**config.mk**
```make
export PLATFORM = sky130hd
export DESIGN_NAME = display_scan_capture
export DESIGN_NICKNAME = d
export VERILOG_FILES = /design/src/rtl/disp_pkg.sv /design/src/rtl/seg_glyph_decode.sv /design/src/rtl/display_scan_capture.sv
export SDC_FILE = /design/constraint.sdc
export NUM_CORES = 1
export LEC_CHECK = 0
export BUFFER_PORTS_ARGS = -buffer_cell sky130_fd_sc_hd__buf_2
export CAP_MARGIN = 0
export CORE_AREA = 5 5 102 94
export CTS_CLUSTER_DIAMETER = 80
export CTS_CLUSTER_SIZE = 30
export DETAILED_ROUTE_END_ITERATION = 6
export DIE_AREA = 0 0 107 99
export GPL_ROUTABILITY_DRIVEN = 0
export GPL_TIMING_DRIVEN = 0
export PLACE_DENSITY = 0.89
export SLEW_MARGIN = 20
export SYNTH_ARGS = -nofsm -noshare
export SYNTH_HDL_FRONTEND = slang
export SYNTH_SLANG_ARGS = --single-unit
```
**constraint.sdc**
```tcl
create_clock -name clk -period 4.75 [get_ports clk]
set_clock_uncertainty 0.1 [all_clocks]
set_input_delay 0.475 -clock clk [delete_from_list [all_inputs] [get_ports clk]]
set_output_delay 0.475 -clock clk [all_outputs]
set_load 0.05 [all_outputs]
```
**src/rtl/disp_pkg.sv**
```systemverilog
// Shared constants and types for the 7-segment scan capture block.
package disp_pkg;

    // Active-low anode codes, one digit enabled at a time
    localparam logic [3:0] AN_D0    = 4'b1110;
    localparam logic [3:0] AN_D1    = 4'b1101;
    localparam logic [3:0] AN_D2    = 4'b1011;
    localparam logic [3:0] AN_D3    = 4'b0111;
    localparam logic [3:0] AN_BLANK = 4'b1111;

    // Active-low cathode patterns, seg[0]=a .. seg[6]=g
    localparam logic [6:0] GLYPH_0 = 7'h40;
    localparam logic [6:0] GLYPH_1 = 7'h79;
    localparam logic [6:0] GLYPH_2 = 7'h24;
    localparam logic [6:0] GLYPH_3 = 7'h30;
    localparam logic [6:0] GLYPH_4 = 7'h19;
    localparam logic [6:0] GLYPH_5 = 7'h12;
    localparam logic [6:0] GLYPH_6 = 7'h02;
    localparam logic [6:0] GLYPH_7 = 7'h78;
    localparam logic [6:0] GLYPH_8 = 7'h00;
    localparam logic [6:0] GLYPH_9 = 7'h10;
    localparam logic [6:0] GLYPH_A = 7'h08;
    localparam logic [6:0] GLYPH_B = 7'h03;
    localparam logic [6:0] GLYPH_C = 7'h46;
    localparam logic [6:0] GLYPH_D = 7'h21;
    localparam logic [6:0] GLYPH_E = 7'h06;
    localparam logic [6:0] GLYPH_F = 7'h0E;

    // Next digit position the frame tracker is waiting for
    typedef enum logic [1:0] {
        EXP_D0 = 2'd0,
        EXP_D1 = 2'd1,
        EXP_D2 = 2'd2,
        EXP_D3 = 2'd3
    } exp_t;

endpackage

```
**src/rtl/seg_glyph_decode.sv**
```systemverilog
// Exact-match decode of an active-low 7-segment pattern to a hex nibble.
module seg_glyph_decode
    import disp_pkg::*;
(
    input  logic [6:0] seg,
    output logic [3:0] nibble,
    output logic       valid
);

    // Table lookup; unknown patterns report nibble 0 and valid low
    always_comb begin
        nibble = '0;
        valid  = 1'b1;
        case (seg)
            GLYPH_0: nibble = 4'h0;
            GLYPH_1: nibble = 4'h1;
            GLYPH_2: nibble = 4'h2;
            GLYPH_3: nibble = 4'h3;
            GLYPH_4: nibble = 4'h4;
            GLYPH_5: nibble = 4'h5;
            GLYPH_6: nibble = 4'h6;
            GLYPH_7: nibble = 4'h7;
            GLYPH_8: nibble = 4'h8;
            GLYPH_9: nibble = 4'h9;
            GLYPH_A: nibble = 4'hA;
            GLYPH_B: nibble = 4'hB;
            GLYPH_C: nibble = 4'hC;
            GLYPH_D: nibble = 4'hD;
            GLYPH_E: nibble = 4'hE;
            GLYPH_F: nibble = 4'hF;
            default: valid  = 1'b0;
        endcase
    end

endmodule

```
**src/rtl/display_scan_capture.sv**
```systemverilog
// Monitors a multiplexed 4-digit 7-segment scan, rebuilds each frame and
// flags protocol violations (out-of-order digits, multiple anodes, stalls).
module display_scan_capture
    import disp_pkg::*;
#(
    parameter int unsigned SETTLE_CYCLES  = 0,
    parameter int unsigned TIMEOUT_CYCLES = 64
)
(
    input  logic        clk,
    input  logic        reset,
    input  logic [3:0]  an,
    input  logic [6:0]  seg,
    output logic [15:0] value,
    output logic        frame_valid,
    output logic        glyph_err,
    output logic        order_err,
    output logic        multi_err,
    output logic        stale
);

    localparam logic [15:0] SETTLE_W  = 16'(SETTLE_CYCLES);
    localparam logic [15:0] TIMEOUT_W = 16'(TIMEOUT_CYCLES);

    logic [3:0]  an_q, an_d;
    logic [6:0]  seg_q, seg_d;
    logic [15:0] settle_q, settle_now;
    logic        captured_q;
    logic        new_win, seg_chg, onehot, multi_win, capture, timeout;
    logic [1:0]  idx;
    logic [3:0]  nib;
    logic        nib_ok;
    logic [15:0] idle_q, idle_nx;

    exp_t        expected, expected_nx;
    logic [11:0] shadow, shadow_nx;
    logic        gflag, gflag_nx;
    logic        commit, commit_nx;
    logic [15:0] frame_q, frame_nx;
    logic        fglyph_q, fglyph_nx;
    logic        order_nx;

    seg_glyph_decode u_dec (
        .seg    (seg_q),
        .nibble (nib),
        .valid  (nib_ok)
    );

    // Register the pins once, plus a delayed copy for change detection
    always_ff @(posedge clk or posedge reset) begin
        if (reset) begin
            an_q  <= AN_BLANK;
            seg_q <= '1;
            an_d  <= AN_BLANK;
            seg_d <= '1;
        end else begin
            an_q  <= an;
            seg_q <= seg;
            an_d  <= an_q;
            seg_d <= seg_q;
        end
    end

    // Anode classification: single digit, blank, or 2+ anodes low
    always_comb begin
        idx       = 2'd0;
        onehot    = 1'b1;
        multi_win = 1'b0;
        case (an_q)
            AN_D0:    idx = 2'd0;
            AN_D1:    idx = 2'd1;
            AN_D2:    idx = 2'd2;
            AN_D3:    idx = 2'd3;
            AN_BLANK: onehot = 1'b0;
            default: begin
                onehot    = 1'b0;
                multi_win = 1'b1;
            end
        endcase
    end

    // Window tracking: settle count, capture strobe and idle timeout
    always_comb begin
        new_win    = (an_q != an_d);
        seg_chg    = (seg_q != seg_d);
        settle_now = (new_win || seg_chg) ? '0
                   : ((settle_q == '1) ? settle_q : settle_q + 16'd1);
        capture    = onehot && (settle_now == SETTLE_W) && (new_win || !captured_q);
        idle_nx    = capture ? '0
                   : ((idle_q == TIMEOUT_W) ? idle_q : idle_q + 16'd1);
        timeout    = !capture && (idle_nx == TIMEOUT_W);
    end

    // Settle counter, one-capture-per-window flag and idle counter
    always_ff @(posedge clk or posedge reset) begin
        if (reset) begin
            settle_q   <= '0;
            captured_q <= 1'b0;
            idle_q     <= '0;
        end else begin
            settle_q   <= settle_now;
            captured_q <= new_win ? capture : (captured_q || capture);
            idle_q     <= idle_nx;
        end
    end

    // Frame tracker next state; a completed frame is snapshotted and
    // expected returns to 0 immediately so back-to-back scans keep up
    always_comb begin
        expected_nx = expected;
        shadow_nx   = shadow;
        gflag_nx    = gflag;
        commit_nx   = 1'b0;
        frame_nx    = frame_q;
        fglyph_nx   = fglyph_q;
        order_nx    = 1'b0;
        if (capture) begin
            if (idx == expected) begin
                case (idx)
                    2'd0: shadow_nx[3:0]  = nib;
                    2'd1: shadow_nx[7:4]  = nib;
                    2'd2: shadow_nx[11:8] = nib;
                    default: ;
                endcase
                if (idx == 2'd3) begin
                    commit_nx   = 1'b1;
                    frame_nx    = {nib, shadow};
                    fglyph_nx   = gflag || !nib_ok;
                    gflag_nx    = 1'b0;
                    expected_nx = EXP_D0;
                end else begin
                    gflag_nx    = gflag || !nib_ok;
                    expected_nx = exp_t'(idx + 2'd1);
                end
            end else begin
                order_nx = 1'b1;
                if (idx == 2'd0) begin
                    shadow_nx[3:0] = nib;
                    gflag_nx       = !nib_ok;
                    expected_nx    = EXP_D1;
                end else begin
                    gflag_nx    = 1'b0;
                    expected_nx = EXP_D0;
                end
            end
        end else if (timeout) begin
            expected_nx = EXP_D0;
            gflag_nx    = 1'b0;
        end
    end

    // Frame tracker state register
    always_ff @(posedge clk or posedge reset) begin
        if (reset) begin
            expected <= EXP_D0;
            shadow   <= '0;
            gflag    <= 1'b0;
            commit   <= 1'b0;
            frame_q  <= '0;
            fglyph_q <= 1'b0;
        end else begin
            expected <= expected_nx;
            shadow   <= shadow_nx;
            gflag    <= gflag_nx;
            commit   <= commit_nx;
            frame_q  <= frame_nx;
            fglyph_q <= fglyph_nx;
        end
    end

    // Published outputs: frame one edge after the digit3 capture
    always_ff @(posedge clk or posedge reset) begin
        if (reset) begin
            value       <= '0;
            frame_valid <= 1'b0;
            glyph_err   <= 1'b0;
            order_err   <= 1'b0;
            multi_err   <= 1'b0;
            stale       <= 1'b1;
        end else begin
            frame_valid <= commit;
            order_err   <= order_nx;
            multi_err   <= new_win && multi_win;
            if (commit) begin
                value     <= frame_q;
                glyph_err <= fglyph_q;
                stale     <= 1'b0;
            end else if (timeout) begin
                stale <= 1'b1;
            end
        end
    end

endmodule

```
**After elaboration in Yosys (flattened, before gate mapping)**

Cells that the tools add are included.
W data, S select, Z words.

- Flip-flop bits (word level): 109
- Bits of input ports: 13
- Output and inout bits: 21
- Logic and storage cells: 103

- Add/subtract/negate cells: 3
- Equal/unequal tests: 29
- Mux-type cells: 27
- Reductions and logical operators: 23

Operators with widths:

| cell | number |
|---|---|
| $mux W16 | 4 |
| $pmux W4 S15 | 1 |
| $add A16 B1 Y16 const B | 2 |
| $eq A16 B7 Y1 const B | 2 |
| $eq A7 B7 Y1 const B | 4 |
| $eq A7 B5 Y1 const B | 3 |
| $eq A7 B6 Y1 const B | 3 |
| $mux W1 | 17 |
| $eq A16 B16 Y1 const B | 1 |
| $eq A4 B4 Y1 const B | 4 |
| $logic_not A16 Y1 | 1 |
| $reduce_or A16 Y1 | 1 |
| $eq A7 B2 Y1 const B | 2 |
| $eq A7 B4 Y1 const B | 2 |
| $reduce_and A3 Y1 | 3 |
| $mux W2 | 4 |
| $eq A7 B3 Y1 const B | 1 |
| $logic_not A7 Y1 | 1 |
| $ne A7 B7 Y1 | 1 |
| $pmux W2 S3 | 1 |
| $reduce_or A5 Y1 | 1 |
| $eq A2 B2 Y1 const B | 2 |
| $eq A4 B3 Y1 const B | 1 |
| $logic_and A1 B1 Y1 | 4 |
| other kinds (10) | 16 |

**Logic depth before layout (Yosys ltp)**

Gate-level depths: netlist of the first run.

- Word-level depth: 11
- Gate-level depth with buffers: 10
- Gate-level depth less buffers: 9

**Modules after synthesis**

A second synthesis of the first run with hierarchy kept.

- Cells, all modules: 480
- Area, all modules: 5348.9 sq um

Modules (own cells, without submodules):

| module | instances | cells each | area each (sq um) | sequential area each (sq um) |
|---|---|---|---|---|
| display_scan_capture | 1 | 417 | 4956.0 | 2756.4 |
| seg_glyph_decode | 1 | 63 | 392.9 | 0.0 |

**Worst setup path before layout of the first run**

No wires, ideal clock.

- Path type: reg2reg
- Start: register settle_q[0]
- End: register frame_q[0]
- Setup time: 0.125 ns
- Arrival time: 2.791 ns
- Required time: 4.525 ns
- Slack: 1.734 ns
- Cell stages (with the launch flop): 11
- Buffers on the path: 2
- Period minus slack after synthesis: 3.016 ns
- Cell sequence: dfrtp_1 -> ha_1 -> and3_1 -> buf_4 -> nand4_1 -> mux2i_1 -> and4_1 -> a41oi_4 -> nor4_4 -> buf_6 -> mux2_2

- Word-level cells in the longest chain between the ends: 7
- Elaborated cells between the ends (all ways): 8
- Classes of those cells: add/sub: 1; eq/ne: 1; mux: 2; reduce/logical: 4

RTL lines:

| what | RTL line | source |
|---|---|---|
| start: declaration | display_scan_capture.sv:27 | `logic [15:0] settle_q, settle_now;` |
| start signal: assignment | display_scan_capture.sv:101 | `settle_q <= settle_now;` |
| $add A16 B1 Y16 / $eq A16 B16 Y1 (equally long branches) | display_scan_capture.sv:87 | `: ((settle_q == '1) ? settle_q : settle_q + 16'd1);` |
| $mux W16 * | display_scan_capture.sv:87 |  |
| $mux W16 * | display_scan_capture.sv:86 | `settle_now = (new_win \|\| seg_chg) ? '0` |
| $logic_not A16 Y1 * | display_scan_capture.sv:88 | `capture = onehot && (settle_now == SETTLE_W) && (new_win \|\| !captured_q);` |
| $logic_and A1 B1 Y1 * (2 in series) | display_scan_capture.sv:88 |  |
| $reduce_and A3 Y1 (no source line) * | -- |  |
| end signal: assignment | display_scan_capture.sv:166 | `frame_q <= frame_nx;` |
| end: declaration | display_scan_capture.sv:39 | `logic [15:0] frame_q, frame_nx;` |

Mark *: on every way between the ends. The rest lies on a longest branch, timed or not.
A chain may end at the register's enable or synchronous reset.

**Worst setup path after layout of the first run**

- Start: register an_q[3]
- End: register shadow[3]

- Word-level cells in the longest chain between the ends: 7
- Elaborated cells between the ends (all ways): 16
- Classes of those cells: eq/ne: 5; mux: 3; reduce/logical: 8

RTL lines:

| what | RTL line | source |
|---|---|---|
| start: declaration | display_scan_capture.sv:25 | `logic [3:0] an_q, an_d;` |
| start signal: assignment | display_scan_capture.sv:57 | `an_q <= an;` |
| $ne A4 B4 Y1 | display_scan_capture.sv:84 | `new_win = (an_q != an_d);` |
| $logic_or A1 B1 Y1 | display_scan_capture.sv:86 |  |
| $mux W16 | display_scan_capture.sv:86 |  |
| $logic_not A16 Y1 | display_scan_capture.sv:88 |  |
| $logic_and A1 B1 Y1 (2 in series) | display_scan_capture.sv:88 |  |
| $reduce_and A2 Y1 (no source line) * | -- |  |
| end signal: assignment | display_scan_capture.sv:163 | `shadow <= shadow_nx;` |
| end: declaration | display_scan_capture.sv:36 | `logic [11:0] shadow, shadow_nx;` |

Marked as above.

==> flow_results.org, run 1 <==
** Timing
- Min Clock Period, post-route :: 3.64 ns
- Based on the critical path, the design can be clocked at up to 275 MHz.
- Remaining max-slew budget at the tightest pin :: 31.7%
- Setup violations remaining at the end of the flow were counted as 0.
- The max-slew violation count came to 0.
- Setup repair after global routing left no endpoint under its margin.
- At the pin with the least slew margin, the transition time is 1.02 ns.
- The count of final hold-check violations is 0.
- Setup tns final :: 0 ns
- Of the available clock period, the critical path in the final layout requires 76.6%.

** Drt
- After detailed routing, the average wire length per cell comes to 17.2 µm.
- In the detailed route, the total length drawn on met3 is 526 µm.
- For this run, design rule violations remaining after detail routing come to 0.
- Router iterations before antenna repair :: 5
- Detailed-routing wirelength on met1 :: 4690 µm
- Top routing layer in use :: met4
- Post-DR vias/cell :: 6.24
- Remaining antenna violation count :: 0
- The routed layout has 3945 vias.
- In the detailed route, the total length drawn on met2 is 5370 µm.
- Routed wire length :: 10900 µm
- Initial DRC count :: 261

** Placement
- Final HPWL DP :: 7580 µm
- # port buffers :: 33
- Post-placement cell area :: 5630 µm²

** Clocking
- Clock tree buffer depth :: 2
- The clock drives 109 sinks.
- Post-CTS Repair Setup Buffers :: 0
- Hold-fix buffers, CTS :: 0
- H-tree lvl count :: 3
- Clock input transition at the sequential cells of the worst setup and hold paths :: 0.12 ns
- TritonCTS Buffers :: 9
- Clock latency reported for the late side of the worst-skew pair :: 0.39 ns
- CTS tree :: built
- CTS placed an instance of sky130_fd_sc_hd__clkbuf_8 at the clock tree root.
- Once the clock tree was built, the resizer swapped 0 gates to a different size.

** Synth
- Post-synthesis register bit count :: 109
- Averaged over all synthesized cells, the footprint is 11.1 µm².
- Number of library cell types mapped by synthesis :: 56
- The share of the Yosys chip area taken by registers is 51.9%.
- Number of warning messages in the yosys log :: 0
- sky130_fd_sc_hd__dfrtp_1 takes more of the synthesized area than any other cell.
- In the synthesized netlist the async set-or-reset flop fraction comes to 100%.
- Ranked by total cell area, the synthesized netlist is headed by sky130_fd_sc_hd__dfrtp_1 (41%), sky130_fd_sc_hd__dfstp_2 (11%), sky130_fd_sc_hd__mux2_2 (10%), sky130_fd_sc_hd__xnor2_1 (4.3%), sky130_fd_sc_hd__nor2_1 (3.1%).
- Net count of the mapped netlist :: 500
- Area fraction of the dominant cell type after synthesis :: 40.5%
- For this run, the leading register cell type out of synthesis is sky130_fd_sc_hd__dfrtp_1.
- In this run, synthesis inferred 0 flip-flops with an integrated enable.
- Cell area after synthesis :: 5310 µm²
- Number of instances in the synthesized netlist :: 480

** Critical path
- The worst setup path is launched from a flip-flop.
- In this run the critical register-to-register path is launched from an_q[3].
- Internal reg-to-reg setup slack :: 1.11 ns
- Worst path arrival time :: 3.82 ns
- By startpoint and endpoint, the worst setup path is classified as flip-flop to flip-flop.
- Required @ worst endpoint :: 4.93 ns
- STA classifies the critical path endpoint as a flip-flop.
- Largest fanout on the critical path :: 10
- Source of the critical timing path :: an_q[3]

** Floorplanning
- The die is 99 µm tall.
- Number of top-level pins :: 34
- In this run the horizontal extent of the chip is 107 µm.
- For this configuration, the core starts out at a cell density of 63.1%.
- The floorplan has 32 rows.
- Total Die Area :: 10600 µm²
- The region available for standard cell placement spans 8410 µm².

** Power
- Leak pwr :: 2.62 nW
- Power density over cell area :: 314 nW/µm²
- The worst-case IR drop observed on VDD is 0.178 mV.

** Cells and area
- Final antenna diode count :: 0
- Fraction of layout instances using a drive strength above 1 :: 27.2%
- Relative to the synthesized area, the layout overhead comes to 10.4%.
- Net count of the finished layout :: 545
- Once layout is done, the placed cells without fillers occupy 5860 µm².
- The filler cells instantiated in the layout total 591.

** Run
- Max capacitance violation total :: 0

** Global route
- The first global-routing pass estimated 18800 µm of wire.
- Entering global routing, the biggest net connects 64 pins.
- Initial antenna violation count :: 0
- Across every metal layer, demand over resource in global routing totals 21.8%.
- Vias in the first global route :: 3924
- Total congestion overflow after global routing :: 0

** Min path
- The worst hold path belongs to the class input port to async pin.

** Outcome
- The run finished with clean final reports.
==> layout make-up <==
cell class / instances / area [µm²] / share of cell area, %
Buffer: 29 / 136 / 2.33
Clock buffer: 9 / 124 / 2.11
Clock inverter: 7 / 101 / 1.73
Inverter: 15 / 61.3 / 1.05
Multi-Input combinational cell: 327 / 2360 / 40.3
Sequential cell: 109 / 2760 / 47.0
Tap cell: 102 / 128 / 2.18
Timing Repair Buffer: 34 / 193 / 3.29
==> synth_stat cells (all sizes together), types with 4 or more instances <==
library cell,count
dfrtp,86
mux2,47
nor2,44
xnor2,26
nand3,24
dfstp,23
nand2,22
buf,16
inv,15
clkbuf,13
nor4,13
a21oi,12
nand4,12
o21ai,12
xor2,11
a31oi,9
and4,8
nor3,8
and3,7
ha,7
mux2i,7
or2,4
==> layout by cell type (no fill, tap or decap), types with 12 or more instances in the layout <==
master,Yosys,final
sky130_fd_sc_hd__dfrtp_1,86,86
sky130_fd_sc_hd__mux2_2,47,47
sky130_fd_sc_hd__nor2_1,44,44
sky130_fd_sc_hd__dfstp_2,23,23
sky130_fd_sc_hd__clkbuf_1,13,13
sky130_fd_sc_hd__nor4_1,12,12
sky130_fd_sc_hd__a21oi_1,12,12
sky130_fd_sc_hd__inv_1,15,14
sky130_fd_sc_hd__nand3_1,24,24
sky130_fd_sc_hd__nand2_1,22,22
sky130_fd_sc_hd__buf_2,10,43
sky130_fd_sc_hd__xnor2_1,26,26
sky130_fd_sc_hd__o21ai_0,12,12
==> state kept, by name, summed over array words and instances (netlist names) <==
signal	flops
an_d	4
an_q	4
captured_q	1
commit	1
expected	2
fglyph_q	1
frame_q	16
frame_valid	1
gflag	1
glyph_err	1
idle_q	16
multi_err	1
order_err	1
seg_d	7
seg_q	7
settle_q	16
shadow	12
stale	1
value	16
==> worst max-delay path, cell delays in order (launching register included) <==
cell                       delay, ns
sky130_fd_sc_hd__dfstp_2        0.56
sky130_fd_sc_hd__buf_2          0.20
sky130_fd_sc_hd__xnor2_1        0.09
sky130_fd_sc_hd__nand4_1        0.25
sky130_fd_sc_hd__or3_1          0.20
sky130_fd_sc_hd__clkbuf_1       0.42
sky130_fd_sc_hd__a31o_2         0.20
sky130_fd_sc_hd__nand2_1        0.21
sky130_fd_sc_hd__nor4_1         0.89
sky130_fd_sc_hd__mux2_2         0.42
==> through the flow <==
stage / cells / power [mW] / utilization (%) / setup WS, ns / hold slack (ns)
2_1_floorplan: 480 / 1.19 / - / 1.34 / 0.252
3_3_place_gp: 615 / 1.23 / 66.6 / 0.328 / 0.254
3_5_place_dp: 616 / 1.24 / 67.0 / 1.26 / 0.256
4_1_cts: 632 / 1.85 / 69.7 / 1.22 / 0.00888
5_1_grt: 632 / 1.91 / 69.7 / 0.953 / 0.0376
6_report: 632 / 1.84 / 69.7 / 1.11 / 0.00107
==> cells by family after synthesis <==
group | synth area share, %
flip-flops | 51.9
buffers and inverters | 3.63
AO/OA/AOI/OAI | 8.51
AND/OR/NAND/NOR | 16.7
multiplexers | 11.3
XOR/XNOR | 6.10
adder cells (fa/ha/maj) | 1.84
==> final timing paths <==
check,depth (start not counted),end
setup / recovery,9,shadow[3]
hold / removal,2,settle_q[3]
setup reg to reg,9,shadow[3]
hold reg to reg,0,seg_d[6]
max in group asynchronous,3,stale
min in group clk,1,an_q[3]
==> per-layer routing <==
metal / track usage (%) / vias up
li1: - / 1816
met1: 28.8 / 1952
met2: 36.8 / 139
met3: 3.60 / 38
met4: 7.37 / 0
met5: 0 / -
==> report_power, final <==
| group | internal, mW | switching (mW) | total [mW] |
|---|---|---|---|
| clock network | 0.226 | 0.379 | 0.605 |
| logic | 0.0836 | 0.131 | 0.215 |
| registers | 0.981 | 0.0391 | 1.02 |
| total | 1.29 | 0.549 | 1.84 |
No activity file was read; power rests on OpenSTA's default activity.
==> inputs of run 2 (changes only) <==
--- a/config.mk
+++ b/config.mk
@@ -5,16 +5,17 @@
 export SDC_FILE = /design/constraint.sdc
 export NUM_CORES = 1
 export LEC_CHECK = 0
+export ABC_AREA = 1
 export BUFFER_PORTS_ARGS = -buffer_cell sky130_fd_sc_hd__buf_2
 export CAP_MARGIN = 0
-export CORE_AREA = 5 5 102 94
+export CORE_AREA = 5 5 105 98
 export CTS_CLUSTER_DIAMETER = 80
 export CTS_CLUSTER_SIZE = 30
 export DETAILED_ROUTE_END_ITERATION = 6
-export DIE_AREA = 0 0 107 99
+export DIE_AREA = 0 0 110 103
 export GPL_ROUTABILITY_DRIVEN = 0
 export GPL_TIMING_DRIVEN = 0
-export PLACE_DENSITY = 0.89
+export PLACE_DENSITY = 0.85
 export SLEW_MARGIN = 20
 export SYNTH_ARGS = -nofsm -noshare
 export SYNTH_HDL_FRONTEND = slang
==> constraint.sdc (replaced) <==
create_clock -name clk -period 3.8 [get_ports clk]
set_clock_uncertainty 0.1 [all_clocks]
set_input_delay 0.38 -clock clk [delete_from_list [all_inputs] [get_ports clk]]
set_output_delay 0.38 -clock clk [all_outputs]
set_load 0.05 [all_outputs]
==> run 2 against run 1 <==
  * Core utilization down 4.5 points
  * Non-clock buffer count down 10
  * First-iteration DRC count down 11%
  * Clock power up 15%
  * Count of clock-buffer cells in the layout unchanged
  * Hold slack better by 0.013 ns
  * Setup slack worse by 0.28 ns
  * Critical path type unchanged
  * Critical path depth up 4
  * Synthesized area up 1.2%
  * Largest cell class unchanged
==> flow_results.org, run 2 <==
** Synth
- Avg Cell Area, Syn :: 8.65 µm² (-22%)
- The count of warnings emitted by yosys was 0 (unchanged).
- The net count after synthesis was 641 (+28%).
- Number of library cell types mapped by synthesis :: 35 (-38%)
- The number of flops mapped to enable cells by yosys was 0 (unchanged).
- After synthesis, the largest family of logic cells by area is simple AND/OR/NAND/NOR gates.
- Area fraction of the dominant cell type after synthesis :: 40.1% (-0.46 points)
- The share of flip-flops with an asynchronous set or reset was 100% (unchanged).
- Dominant synthesized flop cell :: sky130_fd_sc_hd__dfrtp_1
- The synthesized-area fraction occupied by and/or/nand/nor cells is 24.0% (+7.3 points).
- Synthesized-area fraction occupied by xor and xnor cells :: 4.57% (-1.5 points)
- Cell type contributing the most total cell area after synthesis :: sky130_fd_sc_hd__dfrtp_1
- The post-synthesis compound-gate area fraction is 6.71% (-1.8 points).
- Area share of fa/ha/maj cells after synthesis :: 1.63% (-0.21 points)
- Counting instances in the post-synthesis netlist gives the leading cell types as sky130_fd_sc_hd__nand2_1 (141), sky130_fd_sc_hd__inv_1 (106), sky130_fd_sc_hd__dfrtp_1 (86).
- Library cell with the highest instance count after synthesis :: sky130_fd_sc_hd__nand2_1
- Mux contribution to synthesized area :: 3.15% (-8.1 points)
- In the post-synthesis netlist, the biggest area contributors are sky130_fd_sc_hd__dfrtp_1 (40%), sky130_fd_sc_hd__dfstp_2 (11%), sky130_fd_sc_hd__nand2_1 (9.9%), sky130_fd_sc_hd__inv_1 (7.4%), sky130_fd_sc_hd__nor2_1 (3.6%).
- The total standard cell area after synthesis came to 5370 µm² (+1.2%).
- The fraction of the yosys area taken by sequential cells was 51.3% (-0.59 points).
- The number of synthesized register bits came to 109 (unchanged).
- The post-synthesis cell count is 621 (+29%).

** Clocking
- The clock latency at the later pin of the worst-skew pair is 0.38 ns (about the same).
- Sink count of the clock tree :: 109 (unchanged)
- The count of H-tree levels built during CTS is 3 (unchanged).
- The tree is rooted in a sky130_fd_sc_hd__clkbuf_8.
- CTS tree :: built
- Post-CTS Repair Setup Buffers :: 0 (unchanged)
- Clock input transition at the sequential cells of the worst setup and hold paths :: 0.12 ns (about the same)
- The largest buffer count on any clock path was 2 (unchanged).
- TritonCTS Buffers :: 9 (unchanged)

** Cells and area
- The antenna diode count was 0 (unchanged).
- Post-layout instance count excluding filler cells :: 806 (+28%)
- Synthesis-to-finish area growth :: 12.0%
- The final layout net count is 695 (+28%).
- The library cell used most frequently in the layout, excluding fill and tap cells, is sky130_fd_sc_hd__nand2_1.
- Fraction of layout instances using a drive strength above 1 :: 19.1% (-8.1 points)
- The number of filler cells placed in the layout was 741 (+25%).
- Leaving out fill and tap cells, the most frequent cells in the layout are sky130_fd_sc_hd__nand2_1 (141), sky130_fd_sc_hd__inv_1 (105), sky130_fd_sc_hd__dfrtp_1 (86).

** Timing
- The aggregate negative setup slack came to 0 ns (unchanged).
- Period Utilization, post-route :: 78.1% (+1.5 points)
- The worst hold margin was 0.0139 ns (+0.0128 ns).
- Slew Viols, Final :: 0 (unchanged)
- Final-report setup violation count :: 0 (unchanged)
- Max Clock Freq :: 337 MHz (+23%)
- Setup repair after global routing left no endpoint under its margin.
- The minimum period implied by the final worst setup slack is 2.97 ns (-0.672 ns).
- The count of final hold-check violations was 0 (unchanged).
- The setup slack after layout came to 0.834 ns (-0.278 ns).
- The actual transition at the worst max-transition pin came to 0.545 ns (-0.471 ns).
- Remaining max-slew budget at the tightest pin :: 63.5% (+32 points)

** Global route
- The total overflow reported by the global router was 0 (unchanged).
- Pin count of the biggest net entering global routing :: 64 (unchanged)
- Vias in the first global route :: 4285 (+9.2%)
- The wire length of the first global-routing pass came to 18700 µm (-0.37%).
- The number of antenna violations at the first check in global routing was 0 (unchanged).
- Global routing usage summed across all routing layers :: 20.9% (-0.93 points)

** Critical path
- The worst setup path is launched from a flip-flop.
- Largest fanout on the critical path :: 8 (-2)
- STA classifies the critical path endpoint as a flip-flop.
- The startpoint identified for the worst register-to-register timing path is settle_q[0].
- The required time at the endpoint of the critical path was 3.95 ns (-0.98 ns).
- The number of cells on the critical path was 13 (+4).
- FF-to-FF End :: shadow[6]
- Classification of the worst setup path :: flip-flop to flip-flop
- Crit path capture :: shadow[6]
- R2r worst-path depth :: 13 (+4)
- Bufs and invs on worst path :: 1 (-1)
- In this run the worst setup path begins at settle_q[0].
- Worst path cell trace :: ha_1, nand3_2, nor2_1, xnor2_1, nand2_1, o21ai_0, nand3_1, nor2_4, nand3_4, inv_1, nand2_1, nor2_1, o21ai_0
- For this design, the slowest cell found on the critical path is sky130_fd_sc_hd__dfrtp_1.
- The critical path's largest stage delay came to 0.44 ns (-0.45 ns).
- Grouping stages by cell kind, the critical path spends the most delay in simple AND/OR/NAND/NOR gates.
- The data arrival at the endpoint of the critical path was 3.12 ns (-0.70 ns).
- Internal reg-to-reg setup slack :: 0.83 ns (-0.28 ns)

** Floorplanning
- Die height :: 103 µm (+4.0%)
- The area of the die was 11300 µm² (+7.0%).
- Placeable Area :: 9230 µm² (+9.8%)
- The top-level I/O count was 34 (unchanged).
- The horizontal extent of the die is 110 µm (+2.8%).
- Placement Rows :: 34 (+6.3%)
- Effective utilization at floorplan :: 58.2% (-5.0 points)

** Placement
- Final HPWL DP :: 7890 µm (+4.1%)
- The worst slack at placement is 0.866 ns (-0.389 ns).
- The placed instance count was 781 (+27%).
- The number of I/O port buffers was 33 (unchanged).

** Drt
- The DRC violation count after routing is 0 (unchanged).
- The detailed-route vias per instance is 5.30 (-15%).
- Routed wire length :: 10900 µm (-0.20%)
- Avg WL per Cell :: 13.5 µm (-22%)
- The length of the first detailed-routing pass in iterations came to 5 (unchanged).
- Initial DRC count :: 232 (-11%)
- Remaining antenna violation count :: 0 (unchanged)
- Overall via count from detail_route :: 4274 (+8.3%)

** Min path
- The path class of the tightest hold or removal check is input port to flip-flop.

** Power
- Power density over cell area :: 380 nW/µm² (+21%)
- The leakage power of the design came to 3.10 nW (+19%).
- Maximum vdd drop :: 0.191 mV (+7.3%)

** Run
- Max capacitance violation total :: 0 (unchanged)

** Outcome
- The run finished with clean final reports.
[run 2: timing repair]
action / in CTS / in global routing
hold endpoints to repair: 50 / 1
gates resized for setup: 0 / 0
hold buffers: 8 / 1
[run 2: metal layers]
layer  share of wire, %  global-route usage, %  vias up
met5                  0                      0        -
met3                4.8                   3.63       23
li1                   -                      -     2063
met1                 43                   26.0     2054
met4                1.8                   7.38        0
met2                 50                   36.7      134
[run 2: final cells by class]
| cell class | count | area [µm²] | area share, % |
|---|---|---|---|
| Clock inverter | 7 | 77.6 | 1.29 |
| Clock buffer | 9 | 124 | 2.06 |
| Inverter | 107 | 407 | 6.76 |
| Timing Repair Buffer | 43 | 283 | 4.70 |
| Buffer | 10 | 62.6 | 1.04 |
| Tap cell | 126 | 158 | 2.62 |
| Multi-Input combinational cell | 395 | 2150 | 35.7 |
| Sequential cell | 109 | 2760 | 45.8 |
[run 2: how the worst min path moves through the flow]
stage | cells after the start | endpoint | from
after floorplan | 0 | frame_valid | commit
after global placement | 0 | an_d[1] | an_q[1]
after detailed placement | 0 | an_d[1] | an_q[1]
after CTS | 1 | seg_q[5] | seg[5]
after global routing | 1 | seg_q[4] | seg[4]
final | 1 | seg_q[4] | seg[4]
[run 2: kinds of logic after synthesis]
family | Yosys count
compound gates | 63
buf+inv | 117
flops | 109
fa+ha+maj | 7
xor+xnor | 28
simple gates | 282
mux | 15
[run 2: metrics by stage]
step           utilization (%)  cell area [µm²]  total power, mW
4_1_cts                   65.1             6010             2.29
2_1_floorplan                -             5370             1.52
5_1_grt                   65.2             6020             2.40
3_3_place_gp              61.7             5690             1.58
3_5_place_dp              62.0             5730             1.60
6_report                  65.2             6020             2.29
[run 2: power breakdown]
part           total, mW  switching [mW]  leakage, nW  internal, mW
sequential          1.28          0.0470         1.43          1.23
combinational      0.311           0.207         1.57         0.104
clock              0.694           0.433        0.103         0.261
total               2.29           0.687         3.10          1.60
